## config.mk

```make
export PLATFORM = sky130hd
export DESIGN_NAME = multi_clk_divider
export DESIGN_NICKNAME = d
export VERILOG_FILES = /design/src/rtl/multi_clk_divider.sv
export SDC_FILE = /design/constraint.sdc
export NUM_CORES = 1
export LEC_CHECK = 0
export ABC_AREA = 1
export CORE_MARGIN = 10
export CORE_UTILIZATION = 61
export DETAILED_ROUTE_END_ITERATION = 8
export PLACE_DENSITY = 0.8
export SYNTH_ARGS = -nofsm -noshare
export SYNTH_HDL_FRONTEND = slang
export SYNTH_SLANG_ARGS = --single-unit
export TNS_END_PERCENT = 30
```

## constraint.sdc

```tcl
create_clock -name clk -period 2.9 [get_ports clk]
set_clock_uncertainty 0.15 [all_clocks]
set_input_delay 0.58 -clock clk [delete_from_list [all_inputs] [get_ports clk]]
set_output_delay 0.58 -clock clk [all_outputs]
set_load 0.02 [all_outputs]
```

## src/rtl/multi_clk_divider.sv

```systemverilog
// N-channel programmable clock divider: per-channel square wave plus toggle strobe, divisor changes deferred to half-period boundaries.
// Optional MULTI_CLK_DIVIDER_SYNC_RESTART_EN adds a `restart` input that phase-aligns all channels.
module multi_clk_divider #(
    parameter int NUM_CH  = 2,
    parameter int CNT_W   = 16,
    parameter int DEF_DIV = 83,
    localparam int CH_W   = (NUM_CH > 1) ? $clog2(NUM_CH) : 1
) (
    input  logic              clk,
    input  logic              reset,
`ifdef MULTI_CLK_DIVIDER_SYNC_RESTART_EN
    input  logic              restart,
`endif
    input  logic              wr_en,
    input  logic [CH_W-1:0]   wr_ch,
    input  logic [CNT_W-1:0]  wr_div,
    output logic [NUM_CH-1:0] pending,
    output logic [NUM_CH-1:0] clk_out,
    output logic [NUM_CH-1:0] tick
);

    logic [CNT_W-1:0]  cnt_q      [NUM_CH];
    logic [CNT_W-1:0]  cnt_d      [NUM_CH];
    logic [CNT_W-1:0]  div_act_q  [NUM_CH];
    logic [CNT_W-1:0]  div_act_d  [NUM_CH];
    logic [CNT_W-1:0]  div_pend_q [NUM_CH];
    logic [CNT_W-1:0]  div_pend_d [NUM_CH];
    logic [NUM_CH-1:0] pend_q, pend_d;
    logic [NUM_CH-1:0] clk_out_q, clk_out_d;
    logic [NUM_CH-1:0] tick_q, tick_d;

    always_comb begin
        pend_d    = pend_q;
        clk_out_d = clk_out_q;
        tick_d    = '0;
        for (int i = 0; i < NUM_CH; i++) begin
            cnt_d[i]      = cnt_q[i];
            div_act_d[i]  = div_act_q[i];
            div_pend_d[i] = div_pend_q[i];

            if (div_act_q[i] == '0) begin
                // Disabled: hold low; a pending divisor starts a fresh half-period.
                cnt_d[i]     = '0;
                clk_out_d[i] = 1'b0;
                if (pend_q[i]) begin
                    div_act_d[i] = div_pend_q[i];
                    pend_d[i]    = 1'b0;
                end
            end else if (cnt_q[i] == div_act_q[i] - CNT_W'(1)) begin
                cnt_d[i] = '0;
                if (pend_q[i] && (div_pend_q[i] == '0)) begin
                    clk_out_d[i] = 1'b0;
                end else begin
                    clk_out_d[i] = ~clk_out_q[i];
                    tick_d[i]    = 1'b1;
                end
                if (pend_q[i]) begin
                    div_act_d[i] = div_pend_q[i];
                    pend_d[i]    = 1'b0;
                end
            end else begin
                cnt_d[i] = cnt_q[i] + CNT_W'(1);
            end

`ifdef MULTI_CLK_DIVIDER_SYNC_RESTART_EN
            if (restart) begin
                cnt_d[i]     = '0;
                clk_out_d[i] = 1'b0;
                tick_d[i]    = 1'b0;
                if (pend_q[i]) begin
                    div_act_d[i] = div_pend_q[i];
                    pend_d[i]    = 1'b0;
                end
            end
`endif

            // A write on this edge lands after any boundary resolution, so it waits for the next one.
            if (wr_en && (wr_ch == CH_W'(i))) begin
                div_pend_d[i] = wr_div;
                pend_d[i]     = 1'b1;
            end
        end
    end

    always_ff @(posedge clk) begin
        if (reset) begin
            pend_q    <= '0;
            clk_out_q <= '0;
            tick_q    <= '0;
            for (int i = 0; i < NUM_CH; i++) begin
                cnt_q[i]      <= '0;
                div_act_q[i]  <= CNT_W'(DEF_DIV);
                div_pend_q[i] <= '0;
            end
        end else begin
            pend_q    <= pend_d;
            clk_out_q <= clk_out_d;
            tick_q    <= tick_d;
            for (int i = 0; i < NUM_CH; i++) begin
                cnt_q[i]      <= cnt_d[i];
                div_act_q[i]  <= div_act_d[i];
                div_pend_q[i] <= div_pend_d[i];
            end
        end
    end

    assign pending = pend_q;
    assign clk_out = clk_out_q;
    assign tick    = tick_q;

endmodule
```

* Word-level counts from Yosys, hierarchy flattened *
Memory sizes are Yosys's and may differ from the RTL's.
Index checks and enable logic that the tools add are counted.

word-level totals
  flip-flop bits (word level) = 6
  bits in writable memories = 96
  input port bits = 20
  output and inout bits = 6
  memories kept = 3

memories
  name        depth  width  read ports  clocked after Yosys merged registers in  write ports  RTL line  source
  cnt_q       2      16     2           0                                        2            22        logic [CNT_W-1:0] cnt_q [NUM_CH];
  div_act_q   2      16     2           0                                        2            24        logic [CNT_W-1:0] div_act_q [NUM_CH];
  div_pend_q  2      16     2           0                                        2            26        logic [CNT_W-1:0] div_pend_q [NUM_CH];

cells by class
  add/subtract/negate cells = 4
  equality and inequality tests = 2
  multiplexer cells = 31
  bitwise gates (word level) = 11
  reduce and logical (&&, ||, !) cells = 14

operator list
  cell                                                count
  2-to-1 mux 16 bit                                   18
  logical NOT 16 bit                                  4
  adder 16 x 1 -> 16 bit, second input constant       2
  equality test 16 bit                                2
  subtractor 16 x 1 -> 16 bit, second input constant  2
  2-to-1 mux 1 bit                                    13
  bitwise OR 1 bit                                    6
  nonzero test 3 bit                                  2
  OR reduction 3 bit                                  2
  NOT 1 bit                                           5
  logical AND 1 bit                                   4
  OR reduction 2 bit                                  2

* Logic depth before layout (Yosys ltp) *
  depth in word-level cells = 5
  depth in mapped cells = 18
  mapped depth without buffers = 17

* Worst setup path after synthesis *
No wires, ideal clock.

  path kind = register -> register
  from = mem div_act_q[1][0] (netlist: div_act_q[0][16])
  to = mem div_act_q[1][4] (netlist: div_act_q[0][20])
  library setup time = 134 ps
  data arrival time = 1887 ps
  required time = 2616 ps
  slack = 729 ps
  cell stages (with the launch flop) = 15
  clock period less this slack = 2171 ps
  path through = dfxtp_1 > inv_1 > ha_1 > xnor2_1 > nor2_1 > nand2_1 > nor2_1 > nand3_1 > nor2_1 > nand3_2 > nand2_2 > nand2_4 > buf_2 > nand2_1 > nand3_1

RTL lines
  what             RTL line
  start, declared  24

==> flow_metrics.tcl <==
set metrics [dict create \
    drt_iter0_drc 391 \
    hold_class "register to register" \
    area_delta_synth_final_pct 9.13 \
    antenna_found_initial 0 \
    synth_nets 854 \
    vias_per_cell 5.30 \
    power_mw 2.60 \
    drive_above_1_share_pct 7.17 \
    dp_cells 944 \
    ys_async_sr_fraction_pct 0 \
    clk_path_buf_depth 2 \
    synth_top_area_cell "dfxtp_1" \
    final-seq-area_mm2 0.00204 \
    synth_edf_count 0 \
    fp.coreArea_mm2 0.00876 \
    design_area_mm2 0.00601 \
    p_leak_nw 2.71 \
    die_area_mm2 0.0132 \
    grt_start_max_net_pins 34 \
    layout_commonest_cell "nand2_1" \
    hold_viol 0 \
    via_count 5086 \
    whs_ns 0.330 \
    max-slew-margin-rel_pct 48.3 \
    io_pins 26 \
    synthFlopType "dfxtp_1" \
    max_freq_ghz 0.379 \
    max_stage_delay_ns 0.45 \
    synth_seq_cells 102 \
    ys_warn_count 0 \
    die_h_um 115 \
    synth_area_mm2 0.00551 \
    final_cells 959 \
    finalNetCount 871 \
    powerDensity_mw_per_mm2 432 \
    slew_viol_final 0 \
    portBuffers 25 \
    dp_hpwl_mm 9.78 \
    required_ns 3.01 \
    synth_cell_types 39 \
    multi_input_area_mm2 0.00294 \
    setup_viol 0 \
    crit_path_start_kind "register" \
    post_cts_buffers 0 \
    die-width_um 115 \
    rows 34 \
    rsz0062_at_grt "no" \
    clock_sinks 102 \
    routedWlPerCell_um 13.3 \
    cts-root-buf "clkbuf_8" \
    worstMarginPinSlew_ns 0.775 \
    tns_ns 0 \
    grt_pass1_wl_mm 21.5 \
    critPathArrivalTime_ns 2.74 \
    yosysSeqAreaShare_pct 37.1 \
    numCtsBuffers 9 \
    first_pass_iters 5 \
    endpoint_kind "register" \
    n_antenna_cell 0 \
    finalCritPeriodShare_pct 90.9 \
    grt_pass1_vias 4698 \
    maxCapViolCount 0 \
    place_area_mm2 0.00581 \
    status "finished clean" \
    overflow 0 \
    cp_top_family "simple AND/OR/NAND/NOR gates" \
    synth.area.top_cells "dfxtp_1 37%, nand2_1 13%, nor2_1 8.4%" \
    fillCellCount 789 \
    layout_min_cycle_time_ns 2.64 \
    netlist_instances 830 \
    cts_hold_buf 0 \
    crit_fanout 24 \
    critPathKind "register to register" \
    postRouteAntennaNets 0 \
    routed_wl_mm 12.7 \
    htree_levels 3 \
    drcViolationCount 0 \
    groute.usage.overall_pct 19.3 \
    path_cells "inv_2 > ha_1 > nand2_1 > nor2_2 > nand2_1 > nand2_1 > nand2_1 > nand2_1 > nor2_1 > nand2_1 > nor2_2 > nand2_2 > nand2_2 > nand2_1 > nand2_1 > nand3_1" \
    cts.repair.resized 0 \
    insertion_delay_ns 0.37 \
    cpMostUsedCell "nand2_1" \
    syn-mean-instance-area_um2 6.64 \
    cpMaxStageDelayCell "dfxtp_1" \
    peakVddDrop_uv 322 \
    clk_pin_slew_worst_paths_ns 0.09 \
    tritoncts "built" \
    gp_congestion 0.907 \
    path_buf_inv 1 \
    most-common-layout-cells "187 x nand2_1, 123 x nor2_1, 102 x dfxtp_1" \
    synth_top_cell_area_share_pct 37.1 \
    initial_core_util_pct 62.9 \
]
==> state kept, by name (all words and copies together), names as in the netlist <==
signal,count
cnt_q,32
pending,2
clk_out,2
div_act_q,32
tick,2
div_pend_q,32
==> layout make-up <==
cell class / count / area share [%]
timing repair buffer: 30 / 4.79
sequential: 102 / 34.0
clock inverter: 5 / 1.10
clock buffer: 10 / 2.29
multi-input combinational: 596 / 48.9
inverter: 108 / 6.74
tap: 108 / 2.25
==> path summary, 6_finish.rpt <==
path                                 startpoint               to  slack [ns]  depth (start not counted)
worst max-delay path            div_act_q[0][0]  div_act_q[0][1]        0.26                         16
worst min-delay path                cnt_q[0][0]      cnt_q[0][0]        0.33                          1
worst max register to register  div_act_q[0][0]  div_act_q[0][1]        0.26                         16
worst min register to register      cnt_q[0][0]      cnt_q[0][0]        0.33                          1
==> metrics by stage <==
stage	setup WS, ns	utilization, %
2_1_floorplan	0.729	-
3_3_place_gp	0.379	66.3
3_5_place_dp	0.328	66.3
4_1_cts	0.300	68.6
5_1_grt	0.0250	68.6
6_report	0.263	68.6
==> synth_stat cells, types with 13 or more instances <==
cell type,n
a21oi_1,51
clkbuf_1,13
dfxtp_1,102
inv_1,97
nand2_1,187
nand3_1,71
nand4_1,16
nor2_1,123
nor2_2,13
nor3_1,18
o21ai_0,33
xnor2_1,17
xor2_1,26
==> logic make-up after synthesis <==
family / after synthesis / share of synthesized area (%)
XOR/XNOR: 44 / 7.24
adder cells (fa/ha/maj): 4 / 0.908
buffers and inverters: 132 / 9.60
AND/OR/NAND/NOR: 458 / 36.7
AO/OA/AOI/OAI: 90 / 8.49
flip-flops: 102 / 37.1
==> worst register-to-register path: stages, from the launching register on <==
cell     delay [ns]
dfxtp_1        0.45
inv_2          0.08
ha_1           0.26
nand2_1        0.15
nor2_2         0.07
nand2_1        0.08
nand2_1        0.06
nand2_1        0.08
nand2_1        0.06
nor2_1         0.11
nand2_1        0.08
nor2_2         0.13
nand2_2        0.10
nand2_2        0.34
nand2_1        0.18
nand2_1        0.10
nand3_1        0.06
==> layer usage <==
metal	part of all wire (%)	GRT usage, %	up-vias
li1	-	-	2662
met1	49	27.0	2301
met2	44	30.2	116
met3	5.4	3.80	7
met4	0.78	4.04	0
met5	0	0	-
==> report_power, final <==
part | leakage (nW) | switching [mW] | total [mW] | internal [mW]
Clock | 0.101 | 0.510 | 0.939 | 0.429
Sequential | 0.830 | 0.0304 | 1.47 | 1.44
Combinational | 1.78 | 0.115 | 0.190 | 0.0749
Power figures use the tool's default switching activity.
